File: config.mk
export PLATFORM = sky130hd
export DESIGN_NAME = sprite_compositor
export DESIGN_NICKNAME = d
export VERILOG_FILES = /design/src/rtl/sprite_compositor_pkg.sv /design/src/rtl/sprite_hit_addr.sv /design/src/rtl/sprite_compositor.sv
export SDC_FILE = /design/constraint.sdc
export NUM_CORES = 1
export LEC_CHECK = 0
export BUFFER_PORTS_ARGS = -buffer_cell sky130_fd_sc_hd__buf_2
export CORE_ASPECT_RATIO = 0.7
export CORE_MARGIN = 5
export CORE_UTILIZATION = 48
export CTS_CLUSTER_SIZE = 24
export DETAILED_ROUTE_END_ITERATION = 10
export HOLD_SLACK_MARGIN = 0.1
export PLACE_DENSITY = 0.73
export SLEW_MARGIN = 20
export SYNTH_ARGS = -nofsm -noshare
export SYNTH_HDL_FRONTEND = slang
export SYNTH_HIERARCHICAL = 1
export SYNTH_SLANG_ARGS = --single-unit
File: constraint.sdc
create_clock -name CLOCK -period 3.55 [get_ports CLOCK]
set_clock_uncertainty 0.2 [all_clocks]
set_input_delay 0.8875 -clock CLOCK [delete_from_list [all_inputs] [get_ports CLOCK]]
set_output_delay 0.8875 -clock CLOCK [all_outputs]
set_load 0.05 [all_outputs]
File: src/rtl/sprite_compositor_pkg.sv
// ---------------------------------------------------------------------------
// sprite_compositor_pkg
//   Screen geometry and colour constants shared by the sprite compositor,
//   the animation stage and the VGA timing generator.
// ---------------------------------------------------------------------------
package sprite_compositor_pkg;

  localparam int SCREEN_W   = 640;
  localparam int SCREEN_H   = 480;
  localparam int POS_BITS   = 10;
  localparam int COLOR_BITS = 12;

  // RGB444 texel value that marks a see-through sprite pixel.
  localparam logic [COLOR_BITS-1:0] TRANSPARENT_KEY = 12'hF0F;
  // Colour shown wherever no opaque sprite texel covers the beam.
  localparam logic [COLOR_BITS-1:0] BG_COLOR        = 12'h000;

endpackage

File: src/rtl/sprite_hit_addr.sv
// ---------------------------------------------------------------------------
// sprite_hit_addr
//   Stages 1 and 2 of the compositor pipeline. Stage 1 tests whether the beam
//   lies inside the latched sprite rectangle and registers the offsets into
//   the sprite. Stage 2 turns the offsets into a linear sprite ROM address.
//
//   Ports:
//     i_clk, i_rst           pixel clock (negedge active), sync active-high reset
//     i_pixel_x/y            current beam position
//     i_pixel_valid          beam is in active video
//     i_latch_x/y            sprite top-left corner held for this frame
//     o_rom_addr             ROM read address, 2 cycles after the pixel
//     o_hit, o_valid         stage-2 hit / active-video flags, aligned with
//                            o_rom_addr
// ---------------------------------------------------------------------------
module sprite_hit_addr
  import sprite_compositor_pkg::*;
#(
  parameter int SPRITE_W  = 388,
  parameter int SPRITE_H  = 68,
  parameter int ADDR_BITS = 15
) (
  input  logic                 i_clk,
  input  logic                 i_rst,
  input  logic [POS_BITS-1:0]  i_pixel_x,
  input  logic [POS_BITS-1:0]  i_pixel_y,
  input  logic                 i_pixel_valid,
  input  logic [POS_BITS-1:0]  i_latch_x,
  input  logic [POS_BITS-1:0]  i_latch_y,
  output logic [ADDR_BITS-1:0] o_rom_addr,
  output logic                 o_hit,
  output logic                 o_valid
);

  // One extra bit on the far-edge sums: a sprite parked near x=1023 would
  // otherwise wrap its right edge to a small value and claim a false hit.
  localparam int SUM_BITS = POS_BITS + 1;

  logic [SUM_BITS-1:0]  w_x_end;
  logic [SUM_BITS-1:0]  w_y_end;
  logic                 w_hit;
  logic [ADDR_BITS-1:0] w_addr;

  logic                 r_hit1;
  logic                 r_valid1;
  logic [POS_BITS-1:0]  r_dx1;
  logic [POS_BITS-1:0]  r_dy1;
  logic [ADDR_BITS-1:0] r_rom_addr;
  logic                 r_hit2;
  logic                 r_valid2;

  assign w_x_end = {1'b0, i_latch_x} + SUM_BITS'(SPRITE_W);
  assign w_y_end = {1'b0, i_latch_y} + SUM_BITS'(SPRITE_H);

  assign w_hit = i_pixel_valid
               && (i_pixel_x >= i_latch_x) && ({1'b0, i_pixel_x} < w_x_end)
               && (i_pixel_y >= i_latch_y) && ({1'b0, i_pixel_y} < w_y_end);

  // Multiplying at ADDR_BITS is the same as truncating the full product.
  assign w_addr = ADDR_BITS'(r_dy1) * ADDR_BITS'(SPRITE_W) + ADDR_BITS'(r_dx1);

  always_ff @(negedge i_clk) begin
    if (i_rst) begin
      r_hit1     <= 1'b0;
      r_valid1   <= 1'b0;
      r_dx1      <= '0;
      r_dy1      <= '0;
      r_rom_addr <= '0;
      r_hit2     <= 1'b0;
      r_valid2   <= 1'b0;
    end else begin
      // Stage 1: offsets are only meaningful when r_hit1 is set.
      r_hit1     <= w_hit;
      r_valid1   <= i_pixel_valid;
      r_dx1      <= i_pixel_x - i_latch_x;
      r_dy1      <= i_pixel_y - i_latch_y;
      // Stage 2: misses park the ROM on address 0.
      r_rom_addr <= r_hit1 ? w_addr : '0;
      r_hit2     <= r_hit1;
      r_valid2   <= r_valid1;
    end
  end

  assign o_rom_addr = r_rom_addr;
  assign o_hit      = r_hit2;
  assign o_valid    = r_valid2;

endmodule

File: src/rtl/sprite_compositor.sv
// ---------------------------------------------------------------------------
// sprite_compositor
//   Overlays one ROM-backed sprite on the active-video pixel stream. The
//   sprite position is latched once per frame so mid-frame moves never tear.
//   Pixel in -> colour out is a fixed 3-cycle pipeline, one pixel per cycle.
//
//   Stream protocol: valid-only, no ready. pixelValid qualifies pixelX/pixelY
//   in the cycle it is high; pixelColorValid qualifies pixelColor exactly 3
//   cycles later. Nothing ever stalls.
//
//   Ports:
//     CLOCK, RESET           pixel clock (negedge active), sync active-high reset
//     spriteX/Y              sprite top-left from the animation stage
//     pixelX/Y, pixelValid   beam position from the VGA timing generator
//     frameStart             one-cycle pulse at start of vertical blank
//     romAddr / romData      sprite ROM port, data returns 1 cycle after addr
//     pixelColor(Valid)      composited RGB444 colour to the VGA output
// ---------------------------------------------------------------------------
module sprite_compositor
  import sprite_compositor_pkg::POS_BITS;
#(
  parameter int                    SPRITE_W        = 388,
  parameter int                    SPRITE_H        = 68,
  parameter int                    ADDR_BITS       = 15,
  parameter int                    COLOR_BITS      = sprite_compositor_pkg::COLOR_BITS,
  parameter logic [COLOR_BITS-1:0] TRANSPARENT_KEY = sprite_compositor_pkg::TRANSPARENT_KEY,
  parameter logic [COLOR_BITS-1:0] BG_COLOR        = sprite_compositor_pkg::BG_COLOR
) (
  input  logic                  CLOCK,
  input  logic                  RESET,
  input  logic [POS_BITS-1:0]   spriteX,
  input  logic [POS_BITS-1:0]   spriteY,
  input  logic [POS_BITS-1:0]   pixelX,
  input  logic [POS_BITS-1:0]   pixelY,
  input  logic                  pixelValid,
  input  logic                  frameStart,
  output logic [ADDR_BITS-1:0]  romAddr,
  input  logic [COLOR_BITS-1:0] romData,
  output logic [COLOR_BITS-1:0] pixelColor,
  output logic                  pixelColorValid
);

  logic [POS_BITS-1:0]   r_latch_x;
  logic [POS_BITS-1:0]   r_latch_y;
  logic [COLOR_BITS-1:0] r_color;
  logic                  r_color_valid;
  logic                  w_hit2;
  logic                  w_valid2;

  // Position latch. A pixel presented in the frameStart cycle still sees the
  // old position because stage 1 samples r_latch_* on that same edge.
  always_ff @(negedge CLOCK) begin
    if (RESET) begin
      r_latch_x <= '0;
      r_latch_y <= '0;
    end else if (frameStart) begin
      r_latch_x <= spriteX;
      r_latch_y <= spriteY;
    end
  end

  sprite_hit_addr #(
    .SPRITE_W  (SPRITE_W),
    .SPRITE_H  (SPRITE_H),
    .ADDR_BITS (ADDR_BITS)
  ) u_hit_addr (
    .i_clk         (CLOCK),
    .i_rst         (RESET),
    .i_pixel_x     (pixelX),
    .i_pixel_y     (pixelY),
    .i_pixel_valid (pixelValid),
    .i_latch_x     (r_latch_x),
    .i_latch_y     (r_latch_y),
    .o_rom_addr    (romAddr),
    .o_hit         (w_hit2),
    .o_valid       (w_valid2)
  );

  // Stage 3: romData now belongs to the address issued last cycle. Blanking
  // forces 0; inside active video, misses and transparent texels show BG.
  always_ff @(negedge CLOCK) begin
    if (RESET) begin
      r_color       <= '0;
      r_color_valid <= 1'b0;
    end else begin
      r_color_valid <= w_valid2;
      if (!w_valid2) begin
        r_color <= '0;
      end else if (w_hit2 && (romData != TRANSPARENT_KEY)) begin
        r_color <= romData;
      end else begin
        r_color <= BG_COLOR;
      end
    end
  end

  assign pixelColor      = r_color;
  assign pixelColorValid = r_color_valid;

endmodule
# Word level (Yosys, flattened, before mapping)
# Cells that the tools add are included.
dict set report totals {
  reg_bits 72
  latch_bits 0
  ramBits 0
  mem_bits_ro 0
  inputBits 56
  out_inout_bits 28
  elab_cells 32
  memories 0
}
dict set report classes {
  n_addsub 5
  mul 1
  div 0
  order_cmp 4
  eq_ne 1
  n_shift 0
  n_mux 0
  bitwise_logic 3
  reduce_logical 7
}
# cell n
set ops {}
lappend ops {{$lt 10x11->1} 2}
lappend ops {{$ge 10x10->1} 2}
lappend ops {{$sub 10x10->10} 2}
lappend ops {{$add 15x10->15} 1}
lappend ops {{$mul 10x7->13 const B} 1}
lappend ops {{$ne 12x12->1 const B} 1}
lappend ops {{$add 10x7->11 const B} 1}
lappend ops {{$add 10x9->11 const B} 1}
lappend ops {{$logic_and 1x1->1} 5}
lappend ops {{$not 1->1} 3}
lappend ops {{$reduce_or 3->1} 1}
lappend ops {{$reduce_or 2->1} 1}

# Longest topological paths before layout
dict set report depth {
  ltp_word 5
  depth_mapped 12
  depth_no_buf 12
}

# Cells and area by module
# Netlist, hierarchy kept.
# module n_inst cells_per_inst area_each_um2 seq_area_each_um2
set modules_own_cells {}
lappend modules_own_cells {sprite_hit_addr 1 391 3427.0 780.7}
lappend modules_own_cells {sprite_compositor 1 109 1209.9 660.6}

==> metrics <==
Clock Sinks=72; R2R cell count=11; switching fraction of total power=0.3597; Seq cells post-synth=72; status=complete, but fails checks; sw power=1.120 mW; core area=9572 sq um; residual DRC count=0; root buffer cell=clkbuf_16; GRT Util Overall=0.2015; Synth Area per Inst=9.274 sq um; worst flop-to-flop path startpoint=u_hit_addr/r_dy1[3]; Die Y-Extent=92.24 microns; Reg2Reg Setup Slack=0.08 ns; CTS Buffer Depth=2; die area=11760 sq um; yosys warns=6; hpwl dp=8843 microns; Fin Setup TNS=-9.118 ns; Pre-antenna DRT Iters=4; Post-synth top flop=dfxtp_1; vias per cell=5.158; Flop pwr share=0.289; DR vias=4410; DR WL/cell=13.81 microns; post-synth top area share=0.3108; IO Count=84; clock network power share=0.368; first-pass GRT wire length=19820 microns; Comb power frac=0.343; Synth cell types=54; most common cell in the netlist=ha_1; post-synthesis sequential area ratio=0.3108; layout cells sized above 1=0.3604; Hold Buf Count CTS=0; # setup viols final=43; port buffer count=83; cell taking the most area after synthesis=dfxtp_1; Fin Hold WS=0.2366 ns; CP Max Fanout=3; initial core utilization=0.4844; Post-synth ARST share=0; fin util=0.7277; Area Growth Syn to Fin=50.22%; largest net degree at the start of global routing=23; final wirelength=11810 microns; Synth top cells by count=73 x ha_1, 72 x dfxtp_1, 58 x nor2_1, 41 x inv_1, 22 x xnor2_1; last element of the critical path=u_hit_addr/r_dx1[9]; max_slew headroom=0.5781; pwr/cell area=447.0 nW/um^2; Num CTS Buffers=9; RSZ-0062 raised after global routing=true; Die X=127.5 microns; Synth Net Count=634; RePlAce Congestion=0.8661; Hold Vio Cnt, Final=0; max-cap violation count=0; Worst Tran Pin Value=0.6247 ns; Syn Inst Count=500; vias in the first global route=4689; type of the worst setup path=input pin to register; Final Max Slew Viols=0; grt total ovfl=0; Routed Antenna Nets=0; CP startpoint kind=input pin; worst path required time=1.84 ns; Initial DRC Count=142; post-layout worst setup margin=-0.5342 ns; crit path capture type=register; # diodes=0; CP startpoint=pixelX[1]; CTS clock-pin slew for the worst setup and hold paths=0.03 ns; failing checks=negative setup slack; Worst EP arrival=2.37 ns; synthesized area=4637 sq um; Post-synth EDFFs=0; Leak Pwr=3.493 nW; nets=856; synth top area cells=dfxtp_1 31%, ha_1 20%, nor2_1 4.7%; row cnt=30; Hold Path Class=register to register; initial antenna violation count=0; FF-to-FF End=u_hit_addr/o_rom_addr[14]; Int Pwr=1.993 mW; clk_lat worst skew=0.39 ns; CTS tree=built; H-tree Lvls=3; VDD IR-drop max=236.8 uV
==> power groups by stage <==
stage	logic [mW]	clock network, mW	registers, mW
floorplan	0.613	0.127	0.907
global placement	0.857	0.127	0.907
detailed placement	0.889	0.127	0.908
CTS	0.980	1.18	0.901
global route	1.18	1.30	0.904
finish	1.07	1.15	0.900
==> worst max-delay path, cell delays in order <==
cell and delay [ns]:
buf_8 0.10, ha_4 0.23, nor2b_4 0.12, o21a_1 0.19, o21ai_2 0.17, a21oi_2 0.10
o32ai_2 0.25, mux2_4 0.32
==> how the worst min path moves through the flow <==
stage,from,end,cells after the start
CTS,u_hit_addr/r_dx1[1],u_hit_addr/o_rom_addr[1],1
detailed placement,u_hit_addr/r_dx1[1],u_hit_addr/o_rom_addr[1],1
global placement,u_hit_addr/r_dx1[1],u_hit_addr/o_rom_addr[1],1
global route,u_hit_addr/r_dx1[1],u_hit_addr/o_rom_addr[1],1
finish,u_hit_addr/r_dx1[1],u_hit_addr/o_rom_addr[1],1
floorplan,u_hit_addr/r_dx1[0],u_hit_addr/o_rom_addr[0],1
==> flip-flops by register name (all words and copies together), names as in the netlist <==
register and flops:
pixelColorValid 1, u_hit_addr/o_rom_addr 15, u_hit_addr/r_hit1 1, r_latch_y 10
u_hit_addr/o_hit 1, u_hit_addr/r_dy1 10, u_hit_addr/o_valid 1, pixelColor 12
u_hit_addr/r_dx1 10, u_hit_addr/r_valid1 1, r_latch_x 10
==> repair_timing <==
action	4_1_cts	5_1_grt
buffers inserted	10	4
setup endpoints to repair	46	45
gates resized for setup	136	36
pin swaps	30	17
==> cells by family after synthesis <==
| group | synth area share |
|---|---|
| AOI/OAI and AO/OA | 0.1411 |
| DFF | 0.3108 |
| adders and majority gates | 0.2186 |
| xor gates and xnor gates | 0.05639 |
| muxes | 0.05289 |
| buffers and inverters | 0.05261 |
| and+or+nand+nor | 0.1676 |
==> layer usage <==
layer	up-vias	track usage	part of all wire
met4	0	0.05625	0.0048
met2	123	0.3507	0.50
met1	2059	0.2310	0.43
met5	-	0	0
li1	2222	-	-
met3	6	0.07567	0.066
==> per-stage QoR <==
step	power, mW	instance area (sq um)	cells	setup slack [ns]
final	3.113	6965	855	-0.5342
after global routing	3.376	6965	855	-0.5577
after CTS	3.060	6759	851	-0.5466
after detailed placement	1.925	5754	759	-1.110
after global placement	1.891	5754	759	-1.032
after floorplan	1.648	4790	500	-0.7753
==> cell type report <==
class,count,area (sq um)
clock inverter,79,321.6
inverter,39,161.4
sequential,72,1479
fill,700,2606
tap,128,160.2
multi-input combinational,373,3314
timing repair buffer,155,1304
clock buffer,9,225.2
==> cell usage in the layout, fill, tap and decap left out, types with 9 or more instances in the layout <==
cell | Yosys | final
clkbuf_16 | 0 | 9
and2_1 | 9 | 9
o21ai_0 | 20 | 12
nor2_1 | 58 | 58
dfxtp_2 | 0 | 30
buf_2 | 5 | 50
nor2b_1 | 15 | 11
buf_8 | 0 | 28
xnor2_1 | 22 | 21
dfxtp_1 | 72 | 42
nor3_1 | 14 | 11
mux2i_1 | 20 | 20
ha_4 | 0 | 10
inv_1 | 41 | 110
buf_4 | 0 | 67
a31oi_1 | 11 | 11
ha_1 | 73 | 63
a21oi_1 | 17 | 12
(Power assumes the default switching activity.)
